--- src/rtl/tape_recorder.sv ---
// -----------------------------------------------------------------------------
// tape_recorder
//
// Captures the machine's cassette output stream into a byte buffer so it can
// later be saved as a .TAP image. The period between rising edges of the tape
// signal is measured, each period is classified as a 1 (short) or 0 (long)
// bit, and Oric serial frames (start 0, 8 data bits LSB first, odd parity,
// stop/leader 1s) are deframed into bytes written sequentially to a RAM.
//
// Ports:
//   clk         system clock
//   reset_n     asynchronous active-low reset
//   en          cassette motor relay; recording is active while high
//   tape_out    raw tape output level (asynchronous to clk)
//   rewind      one-cycle pulse; clears write pointer, length and sticky flags
//   wr_en       one-cycle write strobe to the capture RAM
//   wr_addr     RAM address of the byte being written
//   wr_data     decoded byte
//   rec_len     number of bytes captured so far
//   overflow    sticky; a byte arrived while the buffer was full
//   parity_err  sticky; at least one byte failed parity
//   busy        deframer is inside a frame
// -----------------------------------------------------------------------------
module tape_recorder #(
    parameter int CLK_KHZ      = 24000,
    parameter int SHORT_MAX_US = 312,
    parameter int LONG_MAX_US  = 624,
    parameter int ADDR_W       = 16
) (
    input  logic              clk,
    input  logic              reset_n,
    input  logic              en,
    input  logic              tape_out,
    input  logic              rewind,
    output logic              wr_en,
    output logic [ADDR_W-1:0] wr_addr,
    output logic [7:0]        wr_data,
    output logic [ADDR_W:0]   rec_len,
    output logic              overflow,
    output logic              parity_err,
    output logic              busy
);

    // Period thresholds in clock counts.
    localparam logic [15:0] S_TH = 16'(CLK_KHZ * SHORT_MAX_US / 1000);
    localparam logic [15:0] L_TH = 16'(CLK_KHZ * LONG_MAX_US / 1000);

    // rec_len value that means the buffer is completely full.
    localparam logic [ADDR_W:0] FULL = {1'b1, {ADDR_W{1'b0}}};

    typedef enum logic [1:0] {
        IDLE,
        DATA,
        PARITY
    } state_t;

    state_t      state;
    state_t      state_next;
    logic        sync1;
    logic        sync2;
    logic        sync_d;
    logic        rise;
    logic [15:0] cnt;
    logic        have_ref;
    logic        gap;
    logic        bit_valid;
    logic        bit_val;
    logic [7:0]  sr;
    logic [2:0]  bitcnt;
    logic        byte_done;
    logic        par_bad;

    // Two-flop synchronizer plus one delayed copy for edge detection.
    always_ff @(posedge clk or negedge reset_n) begin
        if (!reset_n) begin
            sync1  <= 1'b0;
            sync2  <= 1'b0;
            sync_d <= 1'b0;
        end else begin
            sync1  <= tape_out;
            sync2  <= sync1;
            sync_d <= sync2;
        end
    end

    assign rise = sync2 & ~sync_d;

    // A gap is a period that reached the long limit without an edge.
    // A bit is only produced when a reference edge exists and the period is
    // shorter than the long limit.
    assign gap       = (cnt == L_TH);
    assign bit_valid = en & rise & have_ref & (cnt < L_TH);
    assign bit_val   = (cnt < S_TH);
    assign par_bad   = (bit_val != ~^sr);

    // Period counter and reference flag.
    always_ff @(posedge clk or negedge reset_n) begin
        if (!reset_n) begin
            cnt      <= 16'd0;
            have_ref <= 1'b0;
        end else if (!en) begin
            cnt      <= 16'd0;
            have_ref <= 1'b0;
        end else if (rise) begin
            cnt      <= 16'd0;
            have_ref <= 1'b1;
        end else begin
            if (!gap) begin
                cnt <= cnt + 16'd1;
            end
            if (gap) begin
                have_ref <= 1'b0;
            end
        end
    end

    // Deframer state register.
    always_ff @(posedge clk or negedge reset_n) begin
        if (!reset_n) begin
            state <= IDLE;
        end else begin
            state <= state_next;
        end
    end

    // Deframer next state; byte_done flags the parity cell being closed.
    always_comb begin
        state_next = state;
        byte_done  = 1'b0;
        if (!en || rewind) begin
            state_next = IDLE;
        end else if (bit_valid) begin
            case (state)
                IDLE: begin
                    if (!bit_val) begin
                        state_next = DATA;
                    end
                end
                DATA: begin
                    if (bitcnt == 3'd7) begin
                        state_next = PARITY;
                    end
                end
                PARITY: begin
                    state_next = IDLE;
                    byte_done  = 1'b1;
                end
                default: state_next = IDLE;
            endcase
        end else if (gap) begin
            state_next = IDLE;
        end
    end

    // Data shift register, LSB first.
    always_ff @(posedge clk or negedge reset_n) begin
        if (!reset_n) begin
            sr     <= 8'd0;
            bitcnt <= 3'd0;
        end else if (bit_valid) begin
            case (state)
                IDLE: bitcnt <= 3'd0;
                DATA: begin
                    sr     <= {bit_val, sr[7:1]};
                    bitcnt <= bitcnt + 3'd1;
                end
                default: ;
            endcase
        end
    end

    // Buffer write side. rec_len doubles as the write pointer; it stops at
    // FULL rather than wrapping. rewind wins over a write in the same cycle.
    always_ff @(posedge clk or negedge reset_n) begin
        if (!reset_n) begin
            wr_en      <= 1'b0;
            wr_addr    <= '0;
            wr_data    <= 8'd0;
            rec_len    <= '0;
            overflow   <= 1'b0;
            parity_err <= 1'b0;
        end else begin
            wr_en <= 1'b0;
            if (rewind) begin
                rec_len    <= '0;
                overflow   <= 1'b0;
                parity_err <= 1'b0;
            end else if (byte_done) begin
                if (par_bad) begin
                    parity_err <= 1'b1;
                end
                if (rec_len == FULL) begin
                    overflow <= 1'b1;
                end else begin
                    wr_en   <= 1'b1;
                    wr_addr <= rec_len[ADDR_W-1:0];
                    wr_data <= sr;
                    rec_len <= rec_len + 1'b1;
                end
            end
        end
    end

    assign busy = (state != IDLE);

endmodule
--- config.mk ---
export PLATFORM = sky130hd
export DESIGN_NAME = tape_recorder
export DESIGN_NICKNAME = d
export VERILOG_FILES = /design/src/rtl/tape_recorder.sv
export SDC_FILE = /design/constraint.sdc
export NUM_CORES = 1
export LEC_CHECK = 0
export ABC_AREA = 1
export BUFFER_PORTS_ARGS = -buffer_cell sky130_fd_sc_hd__buf_4
export CAP_MARGIN = 20
export CELL_PAD_IN_SITES_DETAIL_PLACEMENT = 1
export CELL_PAD_IN_SITES_GLOBAL_PLACEMENT = 1
export CORE_UTILIZATION = 25
export CTS_CLUSTER_SIZE = 14
export DETAILED_ROUTE_END_ITERATION = 6
export GPL_TIMING_DRIVEN = 0
export PLACE_DENSITY_LB_ADDON = 0.1
export SLEW_MARGIN = 20
export SYNTH_ARGS = -nofsm -noshare
export SYNTH_HDL_FRONTEND = slang
export SYNTH_SLANG_ARGS = --single-unit
export TNS_END_PERCENT = 30
--- constraint.sdc ---
create_clock -name clk -period 2.6 [get_ports clk]
set_input_delay 0.26 -clock clk [delete_from_list [all_inputs] [get_ports clk]]
set_output_delay 0.26 -clock clk [all_outputs]
set_load 0.1 [all_outputs]
Yosys cells after proc, flatten, opt, wreduce, memory -nomap -nowiden:

Cells that the tools add are included.

* bits in registers: 77
* input port bits: 5
* output and inout bits: 45
* word-level logic and storage cells: 82

* add/subtract/negate cells: 3
* order comparisons: 2
* eq/ne operators: 11
* mux-type cells: 28
* bitwise operators: 7
* reduce and logical (&&, ||, !) cells: 17

Operators with widths (number)
* $mux 17: 3
* $mux 16: 3
* $add 17x1->17 const B: 1
* $eq 17x17->1 const B: 1
* $add 16x1->16 const B: 1
* $eq 16x14->1 const B: 1
* $lt 16x13->1 const B: 1
* $lt 16x14->1 const B: 1
* $mux 1: 15
* $mux 2: 5
* $reduce_and 2->1: 5
* $reduce_bool 2->1: 5
* $ne 4x4->1 const B: 2
* $reduce_xnor 8->1: 1
* $pmux 3 s2: 1
* $reduce_and 3->1: 2
* $and 1x1->1: 4
* $pmux 2 s2: 1
* $add 3x1->3 const B: 1
* $eq 3x3->1 const B: 1
* $ne 3x1->1 const B: 1
* $ne 3x3->1 const B: 1
* $not 1->1: 3
* $reduce_bool 3->1: 1
* other kinds (7): 7

Longest topological paths before layout:

* depth in word-level cells: 9
* depth in mapped cells: 13
* mapped depth without buffers: 11

Worst setup path after synthesis:

No wires, ideal clock.

* kind: reg2reg
* from: reg rec_len[0]
* to: reg rec_len[16]
* arrival: 2.083 ns
* required time: 2.532 ns
* slack: 0.449 ns
* stages on the path, launching flop included: 9
* period minus slack after synthesis: 2.151 ns
* path through: dfrtp_1 ha_1 inv_1 nor3_1 nand2_1 nor2_1 xor2_1 nand3_1 nand2_1

* cells in the longest elaborated chain, start to end: 4

Ends and longest elaborated chain
* start, declared: RTL line 38 `output logic [ADDR_W:0] rec_len,`
* start signal, assigned: RTL line 198 `rec_len <= rec_len + 1'b1;`
* $add 17x1->17: RTL line 198
* $mux 17: RTL line 192 `if (rec_len == FULL) begin`
* $mux 17: RTL line 188 `end else if (byte_done) begin`
* $mux 17: RTL line 184 `if (rewind) begin`

Several ways; a longest one is shown, not always the timed one. The select of a mux whose other input is x is not followed.
A chain may end at the register's enable or synchronous reset.

Worst setup path after layout:

* from: reg cnt[14]
* to: reg sr[0]

* cells in the longest elaborated chain, start to end: 3

Ends and longest elaborated chain
* start, declared: RTL line 63 `logic [15:0] cnt;`
* start signal, assigned: RTL line 109 `cnt <= cnt + 16'd1;`
* $lt 16x14->1: RTL line 92 `assign bit_valid = en & rise & have_ref & (cnt < L_TH);`
* $and 1x1->1: RTL line 92
* $reduce_and 2->1 (no source line)
* end signal, assigned: RTL line 164 `sr <= {bit_val, sr[7:1]};`
* end, declared: RTL line 68 `logic [7:0] sr;`

No other way between the ends.

==> run metrics <==
Crit-path slowest cell dfrtp_1; First DRT Iteration DRCs 128; CP delay by family, top simple AND/OR/NAND/NOR gates; Die ar. 16100 um2; TritonRoute pass-1 iters 4; Placement Rows 45; Leak 2.35 nW; total power 2.67 mW; CP startpoint kind flip-flop; CTS resizes 0; synthesized area ~4000 um2; die span in x 127 um; total number of vias 3503; Syn Inst Count 502; vias in the first global route 3872; Critical Path, Cell by Cell nor2_2, nand2_1, nor2_1, nand2_2, nand3_2, clkbuf_1, o21ai_0; fraction of final layout cells with drive strength greater than 1 15.2%; Netlist cell types 31; Relative slew margins 48.0%; CTS tree built; failing checks hold timing; share of power burned in registers 45.3%; mux share of post-synthesis cell area 0%; Top FF cell, synth dfrtp_1; power per cell area 554 nW/um2; io pins 50; worst slew pin tran 0.780 ns; Sum Neg Setup Slack 0 ns; FFs w/ async S/R, synth 100%; Root Buffer clkbuf_16; Initial Util 25.7%; Seq/Total Area, Yosys 49.3%; Critical Path Max Stage Delay 0.42 ns; sw frac a little under a quarter; Fin Clk Skew approximately 0.011 ns; simple-gate share of the synthesized area between 20% and 30%; Req. time, crit path 2.81 ns; clk slew on worst S/H paths 0.06 ns; Final ANT Viol Nets 0; syn nets 513; #FFs+latches synth 77; CTS buffer count 9; Gate power share 2.8%; Num Clock Sinks 77; Worst Path Buf+Inv 1; Clock Power Share between 50% and 60%; Warnings, synthesis 0; Adder-Cell Fraction of Synth Area approximately 1.9%; Worst Hold Class primary input to async pin; final WL roughly 12000 um; Max VDD drop 298 uV; status complete, but fails checks; post-synthesis compound-gate area fraction 9.42%; Setup Buffers After CTS 0; Fillers about 1800; height of the die 127 um; clk buf depth 2; via/cell ratio between 4 and 5; P&R area growth vs syn 23.5%; largest family of logic cells by synthesized area simple AND/OR/NAND/NOR gates; routed length per instance 15.4 um; Hold-fix buffers, CTS 0; largest net degree at the start of global routing 78; global-route wire length before repair approximately 20000 um; Worst Setup End Kind flip-flop; I/O Buffers 48; Final period util 71.8%; remaining routing DRC violations 0; initial antenna violation count 0; Core ar. 15200 um2; area share of xor/xnor cells in the synthesized design under 10%; Internal 2.07 mW; count of pins over their slew limit 0; Max-Cap Viols 0; final HPWL from detailed placement 8360 um; Finish-stage setup viols 0; total number of H-tree levels 3; gr usage total around 16%; unrepaired setup endpoints after global routing no; Arr. time, crit path approximately 2.1 ns; Cells after DPL around 740; layout net count 572; CP Max Fanout 10; P_sw 0.606 mW; Crit Path Class flip-flop to flip-flop; Final Wtd Congestion 0.752; EDFF count, synth 0; hold slack -0.0705 ns; worst-skew pair later-pin latency 0.34 ns; Mean Syn Cell Area 7.78 um2; Peak Freq roughly 540 MHz; antenna fix cells 0; Hold Fails Final Rpt 39; post-route insts no fill between 700 and 800; Min Clock Period, post-route 1.87 ns; gr ovfl total 0
[cell type report]
cell class	count	area, um2	share of cell area (%)
clock buffer	11	233	4.82
tap	188	235	4.88
clock inverter	5	85.1	1.76
multi-input combinational	347	1650	34.3
buffer	16	92.6	1.92
inverter	62	233	4.82
sequential	77	1930	39.9
timing repair buffer	48	364	7.55
[final timing paths]
| path | from | endpoint | slack [ns] | cells after the start |
|---|---|---|---|---|
| setup / recovery | cnt[14] | sr[0] | 0.73 | 7 |
| hold / removal | reset_n | cnt[13] | -0.07 | 1 |
| setup reg to reg | cnt[14] | sr[0] | 0.73 | 7 |
| hold reg to reg | sync1 | sync2 | 0.36 | 0 |
| max in group asynchronous | reset_n | bitcnt[2] | 2.10 | 1 |
| min in group clk | tape_out | sync1 | 0.03 | 1 |
[placed cells by master (no fill, tap or decap), types with 5 or more instances in the layout]
master,instances
a21oi_1,13
buf_2,7
buf_4,47
clkbuf_1,5
clkbuf_16,9
dfrtp_1,77
ha_1,6
inv_1,60
nand2_1,138
nand3_1,42
nand4_1,12
nor2_1,46
nor3_1,10
o21ai_0,50
xor2_1,8
[Yosys cell counts, types with 2 or more instances]
| cell type | number | area (um2) |
|---|---|---|
| a22o_1 | 2 | 17.5 |
| ha_1 | 6 | 75.1 |
| nand4_1 | 12 | 75.1 |
| buf_1 | 2 | 7.51 |
| inv_1 | 60 | 225 |
| dfrtp_1 | 77 | 1930 |
| nand3_2 | 2 | 20.0 |
| nand2_1 | 138 | 518 |
| nor4_1 | 3 | 18.8 |
| o21ai_0 | 50 | 250 |
| a21oi_1 | 13 | 65.1 |
| xor2_1 | 8 | 70.1 |
| nand2_2 | 3 | 18.8 |
| nor3_1 | 10 | 50.1 |
| buf_2 | 7 | 35.0 |
| buf_6 | 3 | 33.8 |
| nor2_1 | 46 | 173 |
| inv_2 | 2 | 7.51 |
| nand3_1 | 42 | 210 |
| clkbuf_1 | 3 | 11.3 |
| nor2_2 | 3 | 18.8 |
[layer usage]
metal	vias up	part of all wire (%)	routed length (um)	GRT usage (%)
met3	9	2.5	289	4.19
met2	39	47	5480	26.4
li1	1739	-	-	-
met4	0	1.1	123	3.71
met1	1716	49	5730	20.5
met5	-	0	0	0
[metrics by stage]
stage | utilization, % | instance area (um2) | setup slack [ns] | hold slack, ns
floorplan | - | 3910 | 0.449 | -0.0356
global placement | 29.6 | 4500 | 0.742 | 0.344
detailed placement | 29.6 | 4500 | 0.674 | 0.348
CTS | 31.7 | 4820 | 0.681 | 0.0147
global route | 31.7 | 4820 | 0.539 | 0.0142
finish | 31.7 | 4820 | 0.734 | -0.0705
[power by group through the flow]
stage / sequential [mW] / combinational (mW) / clock [mW]
after detailed placement: 1.23 / 0.0773 / 0
after floorplan: 1.23 / 0.0329 / 0
after global routing: 1.21 / 0.0866 / 1.47
final: 1.21 / 0.0744 / 1.39
after global placement: 1.23 / 0.0769 / 0
after CTS: 1.21 / 0.0776 / 1.43
[logic make-up (layout without fill, tap and decap cells)]
family,Yosys count,in the layout
DFF,77,77
and+or+nand+nor,263,263
buffers and inverters,78,142
xor gates and xnor gates,8,8
AOI/OAI and AO/OA,70,70
adders and majority gates,6,6
[flip-flops by register name, indices dropped and copies added, names as in the netlist]
signal / count
cnt: 16
wr_data: 8
sync1: 1
sync2: 1
wr_en: 1
rec_len: 17
overflow: 1
bitcnt: 3
have_ref: 1
sync_d: 1
parity_err: 1
wr_addr: 16
state: 2
sr: 8
Note: power is estimated with default switching activity, not from simulation.
